===== config.mk =====
export PLATFORM = sky130hd
export DESIGN_NAME = sensor_cmd_ctrl
export DESIGN_NICKNAME = d
export VERILOG_FILES = /design/src/rtl/sensor_ctrl_pkg.sv /design/src/rtl/cont_scheduler.sv /design/src/rtl/sensor_cmd_ctrl.sv
export SDC_FILE = /design/constraint.sdc
export NUM_CORES = 1
export LEC_CHECK = 0
export BUFFER_PORTS_ARGS = -buffer_cell sky130_fd_sc_hd__buf_4
export CORE_AREA = 8 8 114 90
export CTS_CLUSTER_DIAMETER = 150
export DETAILED_ROUTE_END_ITERATION = 8
export DIE_AREA = 0 0 122 98
export PLACE_DENSITY = 0.75
export SLEW_MARGIN = 20
export SYNTH_ARGS = -nofsm -noshare
export SYNTH_HDL_FRONTEND = slang
export SYNTH_SLANG_ARGS = --single-unit

===== constraint.sdc =====
create_clock -name clk -period 4.2 [get_ports clk]
set_input_delay 0.42 -clock clk [delete_from_list [all_inputs] [get_ports clk]]
set_output_delay 0.42 -clock clk [all_outputs]
set_load 0.005 [all_outputs]

===== src/rtl/sensor_ctrl_pkg.sv =====
// Shared encodings for the sensor command controller: command codes, response
// codes, FSM states and the measurement kind carried through a transaction.
package sensor_ctrl_pkg;

  localparam logic [2:0] CMD_STATUS = 3'b000;
  localparam logic [2:0] CMD_TEMP   = 3'b010;
  localparam logic [2:0] CMD_HUM    = 3'b011;
  localparam logic [2:0] CMD_TOG_T  = 3'b110;
  localparam logic [2:0] CMD_TOG_H  = 3'b111;

  localparam logic [7:0] RSP_STATUS_OK = 8'h07;
  localparam logic [7:0] RSP_HUM       = 8'h08;
  localparam logic [7:0] RSP_TEMP      = 8'h09;
  localparam logic [7:0] RSP_FAULT     = 8'h1F;
  localparam logic [7:0] RSP_BAD_CH    = 8'hFE;
  localparam logic [7:0] RSP_BAD_CMD   = 8'hFF;

  typedef enum logic [1:0] {ST_IDLE, ST_MEAS_REQ, ST_MEAS_WAIT, ST_RESP} state_e;
  typedef enum logic [1:0] {OP_STATUS, OP_TEMP, OP_HUM} op_e;

  // Response to a continuous-mode toggle reports the mode's new value.
  function automatic logic [7:0] toggle_code(input logic is_hum, input logic now_on);
    case ({is_hum, now_on})
      2'b01:   toggle_code = 8'h0A;
      2'b11:   toggle_code = 8'h0B;
      2'b00:   toggle_code = 8'h0C;
      default: toggle_code = 8'h0D;
    endcase
  endfunction

endpackage


===== src/rtl/cont_scheduler.sv =====
// Continuous-mode service scheduler: free-running period timer, one pending
// tick flag and a round-robin picker over the 2*N_CH temp/hum slots.
module cont_scheduler #(
  parameter int N_CH        = 4,
  parameter int CH_W        = 2,
  parameter int CONT_PERIOD = 50000000
) (
  input  logic              clk,
  input  logic              rst,
  input  logic [2*N_CH-1:0] en,
  input  logic              slot_poll,
  input  logic              slot_take,
  output logic              slot_valid,
  output logic [CH_W-1:0]   slot_ch,
  output logic              slot_is_hum
);

  localparam int NSLOT  = 2 * N_CH;
  localparam int SLOT_W = CH_W + 1;
  localparam int TMR_W  = $clog2(CONT_PERIOD);

  logic [TMR_W-1:0]  timer;
  logic              pending;
  logic              tick;
  logic              found;
  logic [SLOT_W-1:0] ptr;
  logic [SLOT_W-1:0] pick;
  logic [SLOT_W-1:0] sidx;

  assign tick = (timer == TMR_W'(CONT_PERIOD - 1));

  always_ff @(posedge clk or posedge rst) begin
    if (rst) begin
      timer   <= '0;
      pending <= 1'b0;
      ptr     <= '0;
    end else begin
      timer <= tick ? '0 : timer + 1'b1;
      // A tick arriving while one is already pending is dropped.
      if (pending) pending <= !slot_poll;
      else         pending <= tick;
      if (slot_take) ptr <= pick;
    end
  end

  // Search starts one past the last served slot so every enabled slot gets a turn.
  always_comb begin
    found = 1'b0;
    pick  = '0;
    sidx  = '0;
    for (int k = 1; k <= NSLOT; k++) begin
      sidx = SLOT_W'((int'(ptr) + k) % NSLOT);
      if (!found && en[sidx]) begin
        found = 1'b1;
        pick  = sidx;
      end
    end
  end

  assign slot_valid  = pending && found;
  assign slot_ch     = CH_W'(pick >> 1);
  assign slot_is_hum = pick[0];

endmodule


===== src/rtl/sensor_cmd_ctrl.sv =====
// Host command controller for N_CH sensors: one measurement in flight at a time,
// valid/ready response channel, and timer-driven continuous temp/hum modes.
module sensor_cmd_ctrl import sensor_ctrl_pkg::*; #(
  parameter int N_CH        = 4,
  parameter int DATA_W      = 8,
  parameter int CONT_PERIOD = 50000000,
  parameter int TIMEOUT     = 1000000,
  localparam int CH_W       = (N_CH > 1) ? $clog2(N_CH) : 1
) (
  input  logic              clk,
  input  logic              rst,
  input  logic              cmd_valid,
  output logic              cmd_ready,
  input  logic [2:0]        cmd_code,
  input  logic [CH_W-1:0]   cmd_ch,
  output logic              resp_valid,
  input  logic              resp_ready,
  output logic [7:0]        resp_code,
  output logic [CH_W-1:0]   resp_ch,
  output logic [DATA_W-1:0] resp_data,
  output logic              meas_req,
  output logic [CH_W-1:0]   meas_ch,
  input  logic              meas_done,
  input  logic              meas_ok,
  input  logic [DATA_W-1:0] meas_temp,
  input  logic [DATA_W-1:0] meas_hum,
  output logic [2*N_CH-1:0] cont_active
);

  localparam int CNT_W = $clog2(TIMEOUT + 1);
  localparam logic [CH_W:0] NCH_V = (CH_W + 1)'(N_CH);

  // Handshakes: a command transfers on a rising edge with cmd_valid && cmd_ready;
  // a response is held stable from resp_valid until the edge with resp_ready high.

  state_e            state, state_n;
  op_e               op_q, op_n;
  logic [CH_W-1:0]   ch_n, rch_n;
  logic [7:0]        code_n;
  logic [DATA_W-1:0] data_n;
  logic [2*N_CH-1:0] cont_n;
  logic [CNT_W-1:0]  wait_cnt, cnt_n;
  logic [CH_W:0]     tidx;
  logic              slot_poll, slot_take, slot_valid, slot_is_hum;
  logic [CH_W-1:0]   slot_ch;

  cont_scheduler #(.N_CH(N_CH), .CH_W(CH_W), .CONT_PERIOD(CONT_PERIOD)) u_sched (
    .clk         (clk),
    .rst         (rst),
    .en          (cont_active),
    .slot_poll   (slot_poll),
    .slot_take   (slot_take),
    .slot_valid  (slot_valid),
    .slot_ch     (slot_ch),
    .slot_is_hum (slot_is_hum)
  );

  assign slot_take  = slot_poll && slot_valid;
  assign cmd_ready  = (state == ST_IDLE);
  assign meas_req   = (state == ST_MEAS_REQ);
  assign resp_valid = (state == ST_RESP);

  always_ff @(posedge clk or posedge rst) begin
    if (rst) begin
      state       <= ST_IDLE;
      op_q        <= OP_STATUS;
      meas_ch     <= '0;
      resp_code   <= '0;
      resp_ch     <= '0;
      resp_data   <= '0;
      cont_active <= '0;
      wait_cnt    <= '0;
    end else begin
      state       <= state_n;
      op_q        <= op_n;
      meas_ch     <= ch_n;
      resp_code   <= code_n;
      resp_ch     <= rch_n;
      resp_data   <= data_n;
      cont_active <= cont_n;
      wait_cnt    <= cnt_n;
    end
  end

  always_comb begin
    state_n   = state;
    op_n      = op_q;
    ch_n      = meas_ch;
    code_n    = resp_code;
    rch_n     = resp_ch;
    data_n    = resp_data;
    cont_n    = cont_active;
    cnt_n     = wait_cnt;
    slot_poll = 1'b0;
    // cmd_code[0] separates the hum toggle from the temp toggle, matching slot order.
    tidx      = {cmd_ch, cmd_code[0]};
    case (state)
      ST_IDLE: begin
        if (cmd_valid) begin
          rch_n   = cmd_ch;
          data_n  = '0;
          state_n = ST_RESP;
          if ({1'b0, cmd_ch} >= NCH_V) begin
            code_n = RSP_BAD_CH;
          end else begin
            case (cmd_code)
              CMD_STATUS: begin op_n = OP_STATUS; ch_n = cmd_ch; state_n = ST_MEAS_REQ; end
              CMD_TEMP:   begin op_n = OP_TEMP;   ch_n = cmd_ch; state_n = ST_MEAS_REQ; end
              CMD_HUM:    begin op_n = OP_HUM;    ch_n = cmd_ch; state_n = ST_MEAS_REQ; end
              CMD_TOG_T, CMD_TOG_H: begin
                cont_n[tidx] = ~cont_active[tidx];
                code_n       = toggle_code(cmd_code[0], cont_n[tidx]);
              end
              default: code_n = RSP_BAD_CMD;
            endcase
          end
        end else begin
          slot_poll = 1'b1;
          if (slot_valid) begin
            op_n    = slot_is_hum ? OP_HUM : OP_TEMP;
            ch_n    = slot_ch;
            state_n = ST_MEAS_REQ;
          end
        end
      end
      ST_MEAS_REQ: begin
        cnt_n   = '0;
        state_n = ST_MEAS_WAIT;
      end
      ST_MEAS_WAIT: begin
        // meas_done in the final wait cycle still wins over the timeout.
        if (meas_done) begin
          rch_n   = meas_ch;
          state_n = ST_RESP;
          if (!meas_ok) begin
            code_n = RSP_FAULT;
            data_n = '0;
          end else begin
            case (op_q)
              OP_TEMP: begin code_n = RSP_TEMP; data_n = meas_temp; end
              OP_HUM:  begin code_n = RSP_HUM;  data_n = meas_hum;  end
              default: begin code_n = RSP_STATUS_OK; data_n = '0; end
            endcase
          end
        end else if (wait_cnt == CNT_W'(TIMEOUT - 1)) begin
          rch_n   = meas_ch;
          code_n  = RSP_FAULT;
          data_n  = '0;
          state_n = ST_RESP;
        end else begin
          cnt_n = wait_cnt + 1'b1;
        end
      end
      ST_RESP: begin
        if (resp_ready) state_n = ST_IDLE;
      end
      default: state_n = ST_IDLE;
    endcase
  end

endmodule


==> results of run 1 <==
==> report_power, final <==
group	internal [W]	total (W)	leakage [nW]	switching (W)
clock network	0.000285	0.000554	0.0952	0.000269
registers	0.000884	0.00107	1.05	0.000190
logic	0.000846	0.00192	1.31	0.00108
total	0.00201	0.00355	2.45	0.00154
==> registers in the layout (all words and copies together) (netlist names) <==
name             count
cont_active          8
meas_ch              2
u_sched.timer       26
resp_data            8
wait_cnt            20
u_sched.ptr          3
state                2
resp_code            6
op_q                 2
resp_ch              2
u_sched.pending      1
==> cell type report <==
cell class              instances  share of cell area [%]
multi-input cells             364                    48.0
flip-flops and latches         80                    36.4
repair buffers                 61                    8.32
clock buffers                  11                    2.57
well taps                     112                    2.55
inverters                      20                    1.41
clock inverters                 3                   0.796
==> synth_stat cells (all sizes together) (2+ instances only) <==
cell / instances / area share (%)
a22o: 4 / 0.73
clkbuf: 8 / 0.62
mux2: 18 / 4.4
nand3: 21 / 2.2
nand2: 48 / 3.7
mux2i: 13 / 2.7
o21a: 3 / 0.47
a211oi: 3 / 0.47
or4: 3 / 0.47
o22ai: 4 / 0.52
o21ai: 16 / 1.7
nor3: 10 / 1.0
nand3b: 4 / 0.62
and3: 11 / 1.4
nor2b: 5 / 0.65
nor2: 47 / 3.7
mux4: 12 / 5.6
a221o: 2 / 0.42
a31oi: 9 / 1.2
nand2b: 4 / 0.52
nand4b: 3 / 0.55
o31ai: 10 / 1.8
o311a: 2 / 0.42
nand4: 10 / 1.3
or3: 4 / 0.52
and4: 2 / 0.36
dfrtp: 80 / 42
xor2: 24 / 4.4
a22oi: 11 / 1.7
o211ai: 4 / 0.73
buf: 12 / 1.5
inv: 20 / 1.6
a2111oi: 2 / 0.52
xnor2: 16 / 2.9
a21oi: 13 / 1.4
ha: 10 / 2.6
==> per-stage QoR <==
stage          cells  total power, W
2_1_floorplan    484         0.00249
3_5_place_dp     637         0.00298
3_3_place_gp     637         0.00298
4_1_cts          651         0.00355
5_1_grt          651         0.00381
6_report         651         0.00355
==> kinds of logic after synthesis <==
group | after synthesis
and+or+nand+nor | 178
muxes | 43
adders and majority gates | 10
AOI/OAI and AO/OA | 93
xor gates and xnor gates | 40
DFF | 80
buffers and inverters | 40
==> worst register-to-register path: stages, from the launching register on <==
cell and delay [ns]:
sky130_fd_sc_hd__dfrtp_1 0.71, sky130_fd_sc_hd__inv_1 0.18, sky130_fd_sc_hd__ha_1 0.63, sky130_fd_sc_hd__mux4_2 0.44, sky130_fd_sc_hd__mux2_4 0.32, sky130_fd_sc_hd__nand2b_1 0.19
sky130_fd_sc_hd__or2_1 0.33, sky130_fd_sc_hd__o311a_1 0.46, sky130_fd_sc_hd__o211ai_2 0.12, sky130_fd_sc_hd__o211ai_1 0.11
==> layer usage <==
| layer | wire [µm] | part of all wire, % | up-vias |
|---|---|---|---|
| li1 | - | - | 1865 |
| met1 | 5600 | 49 | 1870 |
| met2 | 4790 | 42 | 138 |
| met3 | 876 | 7.7 | 14 |
| met4 | 118 | 1.0 | 0 |
| met5 | 0 | 0 | - |
==> worst min path at each step <==
stage | start | end | slack (ns) | depth (start not counted)
2_1_floorplan | u_sched.timer[0] | u_sched.timer[0] | 0.43 | 1
3_3_place_gp | u_sched.timer[0] | u_sched.timer[0] | 0.46 | 1
3_5_place_dp | u_sched.timer[0] | u_sched.timer[0] | 0.46 | 1
4_1_cts | rst | u_sched.timer[23] | 0.32 | 2
5_1_grt | rst | u_sched.timer[22] | 0.27 | 2
6_report | rst | u_sched.timer[22] | 0.21 | 2
==> run metrics, run 1 <==
result of the run=finished, final reports clean; leakage power of the design=2.45 nW; largest fanout of any net on the critical path=13; io pins=58; GRT Overall Usage=19.5%; worst-case register-to-register setup slack=0.57 ns; number of gates given a new drive strength after cts=0; total count of hold-check failures in the final report=0; XOR/XNOR Fraction of Synth Area=7.28%; layer carrying the most global-route usage=met1; type of the most critical hold path=primary input to async pin; leading cell types in the layout, fill and taps excluded=sky130_fd_sc_hd__dfrtp_1, sky130_fd_sc_hd__buf_4, sky130_fd_sc_hd__nand2_1, sky130_fd_sc_hd__nor2_1, sky130_fd_sc_hd__xor2_1; fraction of layout cells with a size suffix above 1=21.2%; n_diodes=0; async set-reset flop share out of synthesis=100%; Worst setup EP type=flip-flop; CP max-delay cell=sky130_fd_sc_hd__dfrtp_1; count of endpoints failing setup in the final report=0; R2R Path End=meas_ch[0]; Worst Skew=0.00970 ns; Post-Syn Instances=484; Chip Width=122 µm; post-DR vias/cell=5.97; CTS Hold Bufs=0; clock buffer depth=2; number of violations reported at the end of detailed-routing iteration 0=274; met3 track demand over resource in global routing=6.00%; final routed DRC violation total=0; hold slack final=0.207 ns; Largest stage delay, worst path=0.71 ns; wire length of the first global-routing pass=18700 µm; total non-filler cell area in the finished layout=0.00550 mm²; mux contribution to synthesized area=12.7%; fraction of the mapped netlist area in simple logic gates=18.1%; gate family responsible for the most delay along the worst path=multiplexers; Worst setup endpoint=meas_ch[0]; worst path cell trace=inv_1 > ha_1 > mux4_2 > mux2_4 > nand2b_1 > or2_1 > o311a_1 > o211ai_2 > o211ai_1; power per cell area=646 mW/mm²; Worst setup SP type=flip-flop; HPWL after detailed placement=8470 µm; Net Count, Synth=521; number of violations of the max-capacitance limit=0; Highest Clock Rate=0.275 GHz; number of global-route vias before repair=3686; Root Buffer Master=sky130_fd_sc_hd__clkbuf_8; GR Util met2=27.1%; Max H-tree Level=3; Detailed Route WL=11400 µm; peak supply drop=0.368 mV; initial standard-cell utilization of the core=56.0%; Netlist cell types=61; placed instance area=0.00531 mm²; die boundary height=98 µm; Crit path required time=4.43 ns; area of combinational cells with multiple inputs=0.00264 mm²; cell area after synthesis=0.00481 mm²; Filler Cell Count=707; initial antenna violation count=0; Clock Sink Count=80; first-pass iteration count of the detailed router=5; Slew @ Worst Pin=0.879 ns; Congestion Overflow GR=0; CTS tree=yes; met1 GRT Util=28.7%; part of the Yosys area used for sequential elements=41.6%; WP data arrival=3.86 ns; cells on worst reg2reg path=9; count of nets after finishing=573; complex-gate fraction of the synthesized area=14.0%; post-layout minimum cycle time=3.63 ns; Critical Path Source=u_sched.ptr[0]; insertion delay of the later-clocked pin in the worst-skew pair=0.36 ns; post-layout worst setup margin=0.568 ns; routability congestion estimate=0.945; CP Depth=9; worst slack at placement=0.573 ns; final sum of negative setup slack=0 ns; pin count of the biggest net entering global routing=63; die outline area=0.0120 mm²; Area growth syn-to-layout=14.4%; number of slew-limit violations in the final report=0; post-synthesis average cell area=9.94 µm²; fraction of the cycle the final worst path needs=86.5%; area of the core=0.00860 mm²; number of synthesis warnings=0; synthesis-stage register bit count=80; Row Count=30; clk slew on worst S/H paths=0.08 ns; average routed wire per standard cell=17.5 µm; Max transition margin=41.0%; Antenna Violating Nets Remaining=0; kind of critical path=flip-flop to flip-flop; RSZ-0062 raised after global routing=no; worst r2r src=u_sched.ptr[0]; number of buffers inserted during clock tree synthesis=9; count of flip-flops with a built-in enable after synthesis=0; commonest non-fill, non-tap cell in the layout=sky130_fd_sc_hd__dfrtp_1; count of port buffers added during placement=57; Primary FF master, synth=sky130_fd_sc_hd__dfrtp_1; overall via count from detail_route=3887; number of post-CTS setup repair buffers=0; fraction of the mapped netlist area in adder cells=2.60%; critical path buffer and inverter count=1; largest family of logic cells by synthesized area=simple AND/OR/NAND/NOR gates; Storage cell area=0.00200 mm²; Final Util=64.0%
Note: power is estimated with default switching activity, not from simulation.
==> inputs of run 2 (changes only) <==
--- a/config.mk
+++ b/config.mk
@@ -10,7 +10,8 @@
 export CTS_CLUSTER_DIAMETER = 150
 export DETAILED_ROUTE_END_ITERATION = 8
 export DIE_AREA = 0 0 122 98
-export PLACE_DENSITY = 0.75
+export PLACE_DENSITY_LB_ADDON = 0.12
+export RECOVER_POWER = 25
 export SLEW_MARGIN = 20
 export SYNTH_ARGS = -nofsm -noshare
 export SYNTH_HDL_FRONTEND = slang
==> run 2 against run 1 <==
  * First-iteration DRC count is 10% lower
  * Highest routed layer unchanged
  * The run now ends with max-capacitance violations, max-slew violations left
  * Setup slack better by 0.14 ns
  * Via count is 0.44% lower
  * Worst hold slack better by 0.19 ns
  * Largest cell class unchanged
  * Design area is 0.73% higher
  * Die area stayed put
  * Routed wire length is 0.17% lower
  * Final cell count is 0.46% higher
  * Sequential power hardly changed
  * Clock-buffer cell count is 1 lower
  * Sequential share of layout area is 0.26 points lower
  * Maximum frequency is 3.9% higher
==> run metrics, run 2 (synthesized netlist as in run 1, its figures left out) <==
clock buffer depth=2 (unchanged); die boundary height=98 µm (unchanged); leading cell types in the layout, fill and taps excluded=sky130_fd_sc_hd__dfrtp_1, sky130_fd_sc_hd__buf_4, sky130_fd_sc_hd__nand2_1, sky130_fd_sc_hd__nor2_1, sky130_fd_sc_hd__xor2_1; number of global-route vias before repair=3739 (+1.4%); die outline area=0.0120 mm² (unchanged); Worst setup EP type=flip-flop; Detailed Route WL=11400 µm (-0.17%); count of nets after finishing=575 (+0.35%); Highest Clock Rate=0.286 GHz (+3.9%); number of gates given a new drive strength after cts=0 (unchanged); Clock Sink Count=80 (unchanged); DR WL met2=4890 µm (+2.1%); Max H-tree Level=3 (unchanged); Root Buffer Master=sky130_fd_sc_hd__clkbuf_8; final sum of negative setup slack=0 ns (unchanged); type of the most critical hold path=primary input to flip-flop; fraction of layout cells with a size suffix above 1=21.6% (+0.44 points); GRT Overall Usage=19.4% (-0.15 points); number of slew-limit violations in the final report=37 (+37); Worst Skew=0.00675 ns (-0.00294 ns); fraction of the cycle the final worst path needs=83.3% (-3.2 points); Slew @ Worst Pin=1.62 ns (+0.741 ns); Worst setup SP type=flip-flop; number of post-CTS setup repair buffers=0 (unchanged); Congestion Overflow GR=0 (unchanged); number of violations of the max-capacitance limit=1 (+1); number of flip-flops under the largest register name=26 (unchanged); violated checks=max-capacitance violations, max-slew violations; average routed wire per standard cell=17.4 µm (-0.62%); Chip Width=122 µm (unchanged); power per cell area=655 mW/mm² (+1.4%); Critical Path Source=u_sched.ptr[1]; initial standard-cell utilization of the core=56.0% (unchanged); first-pass iteration count of the detailed router=4 (-1); count of endpoints failing setup in the final report=0 (unchanged); post-layout worst setup margin=0.703 ns (+0.135 ns); Regs by FF count=u_sched.timer: 26 flops, wait_cnt: 20 flops; post-layout minimum cycle time=3.50 ns (-0.135 ns); insertion delay of the later-clocked pin in the worst-skew pair=0.36 ns (about the same); commonest non-fill, non-tap cell in the layout=sky130_fd_sc_hd__dfrtp_1; n_diodes=0 (unchanged); post-DR vias/cell=5.92 (-0.89%); final routed DRC violation total=0 (unchanged); # placed instances=639 (+0.31%); Antenna Violating Nets Remaining=0 (unchanged); placed instance area=0.00532 mm² (+0.28%); worst slack at placement=0.723 ns (+0.149 ns); io pins=58 (unchanged); CTS Hold Bufs=0 (unchanged); number of buffers inserted during clock tree synthesis=9 (unchanged); routability congestion estimate=0.899 (-4.9%); result of the run=finished, violations left; total count of hold-check failures in the final report=0 (unchanged); Area growth syn-to-layout=15.2%; CTS tree=yes; number of violations reported at the end of detailed-routing iteration 0=246 (-10%); wire length of the first global-routing pass=18700 µm (+0.26%); largest fanout of any net on the critical path=12 (-1); pin count of the biggest net entering global routing=46 (-27%); leakage power of the design=2.47 nW (+0.67%); kind of critical path=flip-flop to flip-flop; post-route met1 wirelength=5590 µm (-0.21%); Row Count=30 (unchanged); Filler Cell Count=704 (-0.42%); topmost layer with routed signal wires=met4; clk slew on worst S/H paths=0.08 ns (about the same); worst r2r src=u_sched.ptr[1]; routed wl met3=814 µm (-7.1%); overall via count from detail_route=3870 (-0.44%); HPWL after detailed placement=8320 µm (-1.8%); initial antenna violation count=0 (unchanged); Max transition margin=-8.57% (-50 points); Crit path required time=4.45 ns (+0.02 ns); post-layout power=0.00363 W (+2.2%); number of non-filler instances in the completed layout=654 (+0.46%); count of port buffers added during placement=57 (unchanged); WP data arrival=3.74 ns (-0.12 ns); total non-filler cell area in the finished layout=0.00554 mm² (+0.73%); largest register by flop count=u_sched.timer; Worst Min Path Start=cmd_valid; peak supply drop=0.352 mV (-4.1%); RSZ-0062 raised after global routing=no; area of the core=0.00860 mm² (unchanged)
-- run 2: cell count changes in the layout (fill, tap and decap cells not counted), sizes merged --
cell | before | now
bufinv | 1 | 2
clkbuf | 11 | 12
clkinvlp | 0 | 2
inv | 20 | 19
-- run 2: worst paths after layout --
path                                     to  slack, ns  depth (start not counted)
min in group asynchronous  u_sched.timer[5]       0.45                          2
min                              meas_ch[1]       0.40                          3
max reg2reg                        state[1]       0.70                          9
max                                state[1]       0.70                          9
max in group asynchronous    u_sched.ptr[1]       2.05                          3
min reg2reg                u_sched.timer[0]       0.48                          1
-- run 2: power by group --
part	switching (W)	total [W]	internal [W]	leakage [nW]
Sequential	0.000167	0.00105	0.000884	1.05
Combinational	0.00109	0.00195	0.000862	1.32
Clock	0.000278	0.000625	0.000347	0.108
Total	0.00153	0.00363	0.00209	2.47
-- run 2: worst max-delay path, stage by stage (launching register included) --
cell,delay [ns]
sky130_fd_sc_hd__dfrtp_1,0.59
sky130_fd_sc_hd__inv_1,0.17
sky130_fd_sc_hd__ha_1,0.62
sky130_fd_sc_hd__mux4_2,0.43
sky130_fd_sc_hd__mux2_4,0.33
sky130_fd_sc_hd__nand2b_1,0.19
sky130_fd_sc_hd__or2_1,0.34
sky130_fd_sc_hd__o31ai_4,0.27
sky130_fd_sc_hd__a221oi_2,0.11
sky130_fd_sc_hd__mux2_4,0.33
-- run 2: per-stage QoR --
step / hold WS, ns / util, %
after floorplan: 0.433 / -
after global placement: 0.455 / 61.9
after detailed placement: 0.462 / 61.9
after CTS: 0.134 / 64.5
after global routing: 0.400 / 64.5
final: 0.397 / 64.5
-- run 2: area by class of cell --
cell class	count	area (µm²)	area share, %
Multi-Input combinational cell	364	2630	47.5
Tap cell	112	140	2.53
Timing Repair Buffer	63	470	8.49
Inverter	20	76.3	1.38
Sequential cell	80	2000	36.1
Clock buffer	10	138	2.48
Clock inverter	5	81.3	1.47
-- run 2: per-layer routing --
metal  vias up  track usage, %
li1       1875               -
met1      1870            27.7
met2       112            27.8
met3        13            6.86
met4         0            3.41
met5         -               0
==> inputs of run 3 (changes only) <==
==> constraint.sdc (replaced) <==
create_clock -name clk -period 3.6 [get_ports clk]
set_input_delay 0.36 -clock clk [delete_from_list [all_inputs] [get_ports clk]]
set_output_delay 0.36 -clock clk [all_outputs]
set_load 0.005 [all_outputs]
==> run 3 against run 2 <==
  * The flow still finishes with violations (max-capacitance violations, max-slew violations)
  * Power up 18%
  * Highest routed layer unchanged
  * Register-to-register slack worse by 0.08 ns
  * First-iteration DRC count up 26%
  * Clock skew about the same
  * Largest cell class unchanged
  * Sequential power up 16%
  * Critical endpoint unchanged
  * Critical path depth up 1
  * Final cell count up 1.2%
==> run metrics, run 3 (synthesized netlist as in run 1, its figures left out) <==
Antenna Violating Nets Remaining=0 (unchanged); placed instance area=0.00538 mm² (+0.99%); CP Depth=10 (+1); number of gates given a new drive strength after cts=0 (unchanged); result of the run=finished, violations left; HPWL after detailed placement=8710 µm (+4.6%); commonest non-fill, non-tap cell in the layout=sky130_fd_sc_hd__dfrtp_1; post-layout minimum cycle time=2.98 ns (-0.519 ns); number of flip-flops under the largest register name=26 (unchanged); io pins=58 (unchanged); routability congestion estimate=0.871 (-3.1%); worst-case register-to-register setup slack=0.62 ns (-0.08 ns); first-pass iteration count of the detailed router=4 (unchanged); Storage cell area=0.00200 mm² (unchanged); final routed DRC violation total=0 (unchanged); initial antenna violation count=0 (unchanged); insertion delay of the later-clocked pin in the worst-skew pair=0.36 ns (about the same); Worst setup EP type=flip-flop; clock buffer depth=2 (unchanged); area of the core=0.00860 mm² (unchanged); overall via count from detail_route=3943 (+1.9%); Detailed Route WL=11800 µm (+3.8%); number of post-CTS setup repair buffers=0 (unchanged); CTS tree=yes; number of global-route vias before repair=3678 (-1.6%); RSZ-0062 raised after global routing=no; violated checks=max-capacitance violations, max-slew violations; Area growth syn-to-layout=16.0%; count of port buffers added during placement=57 (unchanged); Congestion Overflow GR=0 (unchanged); Filler Cell Count=709 (+0.71%); Highest Clock Rate=0.336 GHz (+17%); Largest stage delay, worst path=0.39 ns (-0.23 ns); clk slew on worst S/H paths=0.08 ns (about the same); Chip Width=122 µm (unchanged); number of violations reported at the end of detailed-routing iteration 0=309 (+26%); Max H-tree Level=3 (unchanged); Critical Path Most Common Cell=sky130_fd_sc_hd__mux2_4; Worst setup SP type=flip-flop; leading cell types in the layout, fill and taps excluded=sky130_fd_sc_hd__dfrtp_1, sky130_fd_sc_hd__buf_4, sky130_fd_sc_hd__nand2_1, sky130_fd_sc_hd__nor2_1, sky130_fd_sc_hd__xor2_1; count of endpoints failing setup in the final report=0 (unchanged); final sum of negative setup slack=0 ns (unchanged); peak supply drop=0.469 mV (+33%); number of violations of the max-capacitance limit=1 (unchanged); fraction of layout cells with a size suffix above 1=22.4% (+0.78 points); cells on worst reg2reg path=10 (+1); number of slew-limit violations in the final report=53 (+43%); Worst setup endpoint=state[1]; number of buffers inserted during clock tree synthesis=9 (unchanged); Clock Sink Count=80 (unchanged); leakage power of the design=2.50 nW (+1.2%); area of combinational cells with multiple inputs=0.00263 mm² (about the same); R2R Path End=state[1]; total count of hold-check failures in the final report=0 (unchanged); average routed wire per standard cell=17.8 µm (+2.5%); Slew @ Worst Pin=2.37 ns (+0.747 ns); CTS Hold Bufs=0 (unchanged); Crit path required time=3.85 ns (-0.60 ns); total non-filler cell area in the finished layout=0.00558 mm² (+0.72%); GRT Overall Usage=19.7% (+0.27 points); die outline area=0.0120 mm² (unchanged); Regs by FF count=u_sched.timer: 26 flops, wait_cnt: 20 flops; fraction of the cycle the final worst path needs=82.7% (-0.52 points); Root Buffer Master=sky130_fd_sc_hd__clkbuf_8; Max transition margin=-58.6% (-50 points); critical path buffer and inverter count=2 (+1); gate family responsible for the most delay along the worst path=multiplexers; largest register by flop count=u_sched.timer; worst path cell trace=inv_1 > ha_1 > buf_4 > mux4_2 > mux2_4 > nand2b_1 > or2_1 > o31ai_4 > a221oi_2 > mux2_4; kind of critical path=flip-flop to flip-flop; initial standard-cell utilization of the core=56.0% (unchanged); power per cell area=769 mW/mm² (+17%); WP data arrival=3.23 ns (-0.51 ns); count of nets after finishing=582 (+1.2%); post-DR vias/cell=5.96 (+0.66%); die boundary height=98 µm (unchanged); type of the most critical hold path=primary input to flip-flop; largest fanout of any net on the critical path=6 (-6); n_diodes=0 (unchanged); Row Count=30 (unchanged); Worst Skew=0.00709 ns (+0.000336 ns); wire length of the first global-routing pass=18900 µm (+1.1%); worst r2r src=u_sched.ptr[1]; pin count of the biggest net entering global routing=53 (+15%); Critical Path Source=u_sched.ptr[1]; CP max-delay cell=sky130_fd_sc_hd__dfrtp_1; Worst Min Path Start=cmd_valid
## run 3: cell types whose count changed in the layout (fill, tap and decap cells not counted), sizes merged
| cell | before | now |
|---|---|---|
| inv | 19 | 20 |
| clkinv | 2 | 1 |
| clkbuf | 12 | 13 |
| bufinv | 2 | 1 |
| buf | 61 | 69 |
## run 3: power breakdown
part | total (W) | internal, W | switching [W]
Sequential | 0.00122 | 0.00103 | 0.000187
Clock | 0.000696 | 0.000360 | 0.000336
Combinational | 0.00238 | 0.00107 | 0.00131
## run 3: through the flow
step / worst slack (ns) / util [%] / total power, W / hold slack (ns) / instances
after floorplan: 0.535 / - / 0.00290 / 0.433 / 484
after global placement: 0.697 / 62.5 / 0.00361 / 0.453 / 646
after detailed placement: 0.658 / 62.5 / 0.00360 / 0.463 / 646
after CTS: 0.643 / 64.9 / 0.00431 / 0.204 / 662
after global routing: 0.476 / 64.9 / 0.00460 / 0.325 / 662
final: 0.621 / 64.9 / 0.00429 / 0.336 / 662
## run 3: worst min path at each step
stage	to	slack, ns	cells past startpoint
floorplan	u_sched.timer[0]	0.43	1
global placement	u_sched.timer[0]	0.45	1
detailed placement	u_sched.timer[0]	0.46	1
CTS	cont_active[3]	0.20	2
global route	meas_ch[1]	0.32	3
finish	meas_ch[1]	0.34	3
## run 3: per-layer routing
layer,part of all wire (%),vias up,track usage (%)
met5,0,-,0
met4,0.45,0,2.84
met3,8.9,5,6.81
met2,43,147,27.9
met1,48,1910,28.6
li1,-,1881,-
## run 3: area by class of cell
| cell class | instances | area share [%] |
|---|---|---|
| Clock buffer | 12 | 2.78 |
| Tap cell | 112 | 2.51 |
| Multi-Input combinational cell | 364 | 47.1 |
| Sequential cell | 80 | 35.9 |
| Clock inverter | 4 | 0.919 |
| Timing Repair Buffer | 70 | 9.41 |
| Inverter | 20 | 1.37 |
## run 3: worst reg2reg max path, delay by kind of cell (launching register included)
| kind | cells | cell delay (ns) |
|---|---|---|
| compound gates | 2 | 0.39 |
| buf+inv | 2 | 0.29 |
| simple gates | 2 | 0.55 |
| flops | 1 | 0.39 |
| fa+ha+maj | 1 | 0.26 |
| mux | 3 | 1.01 |
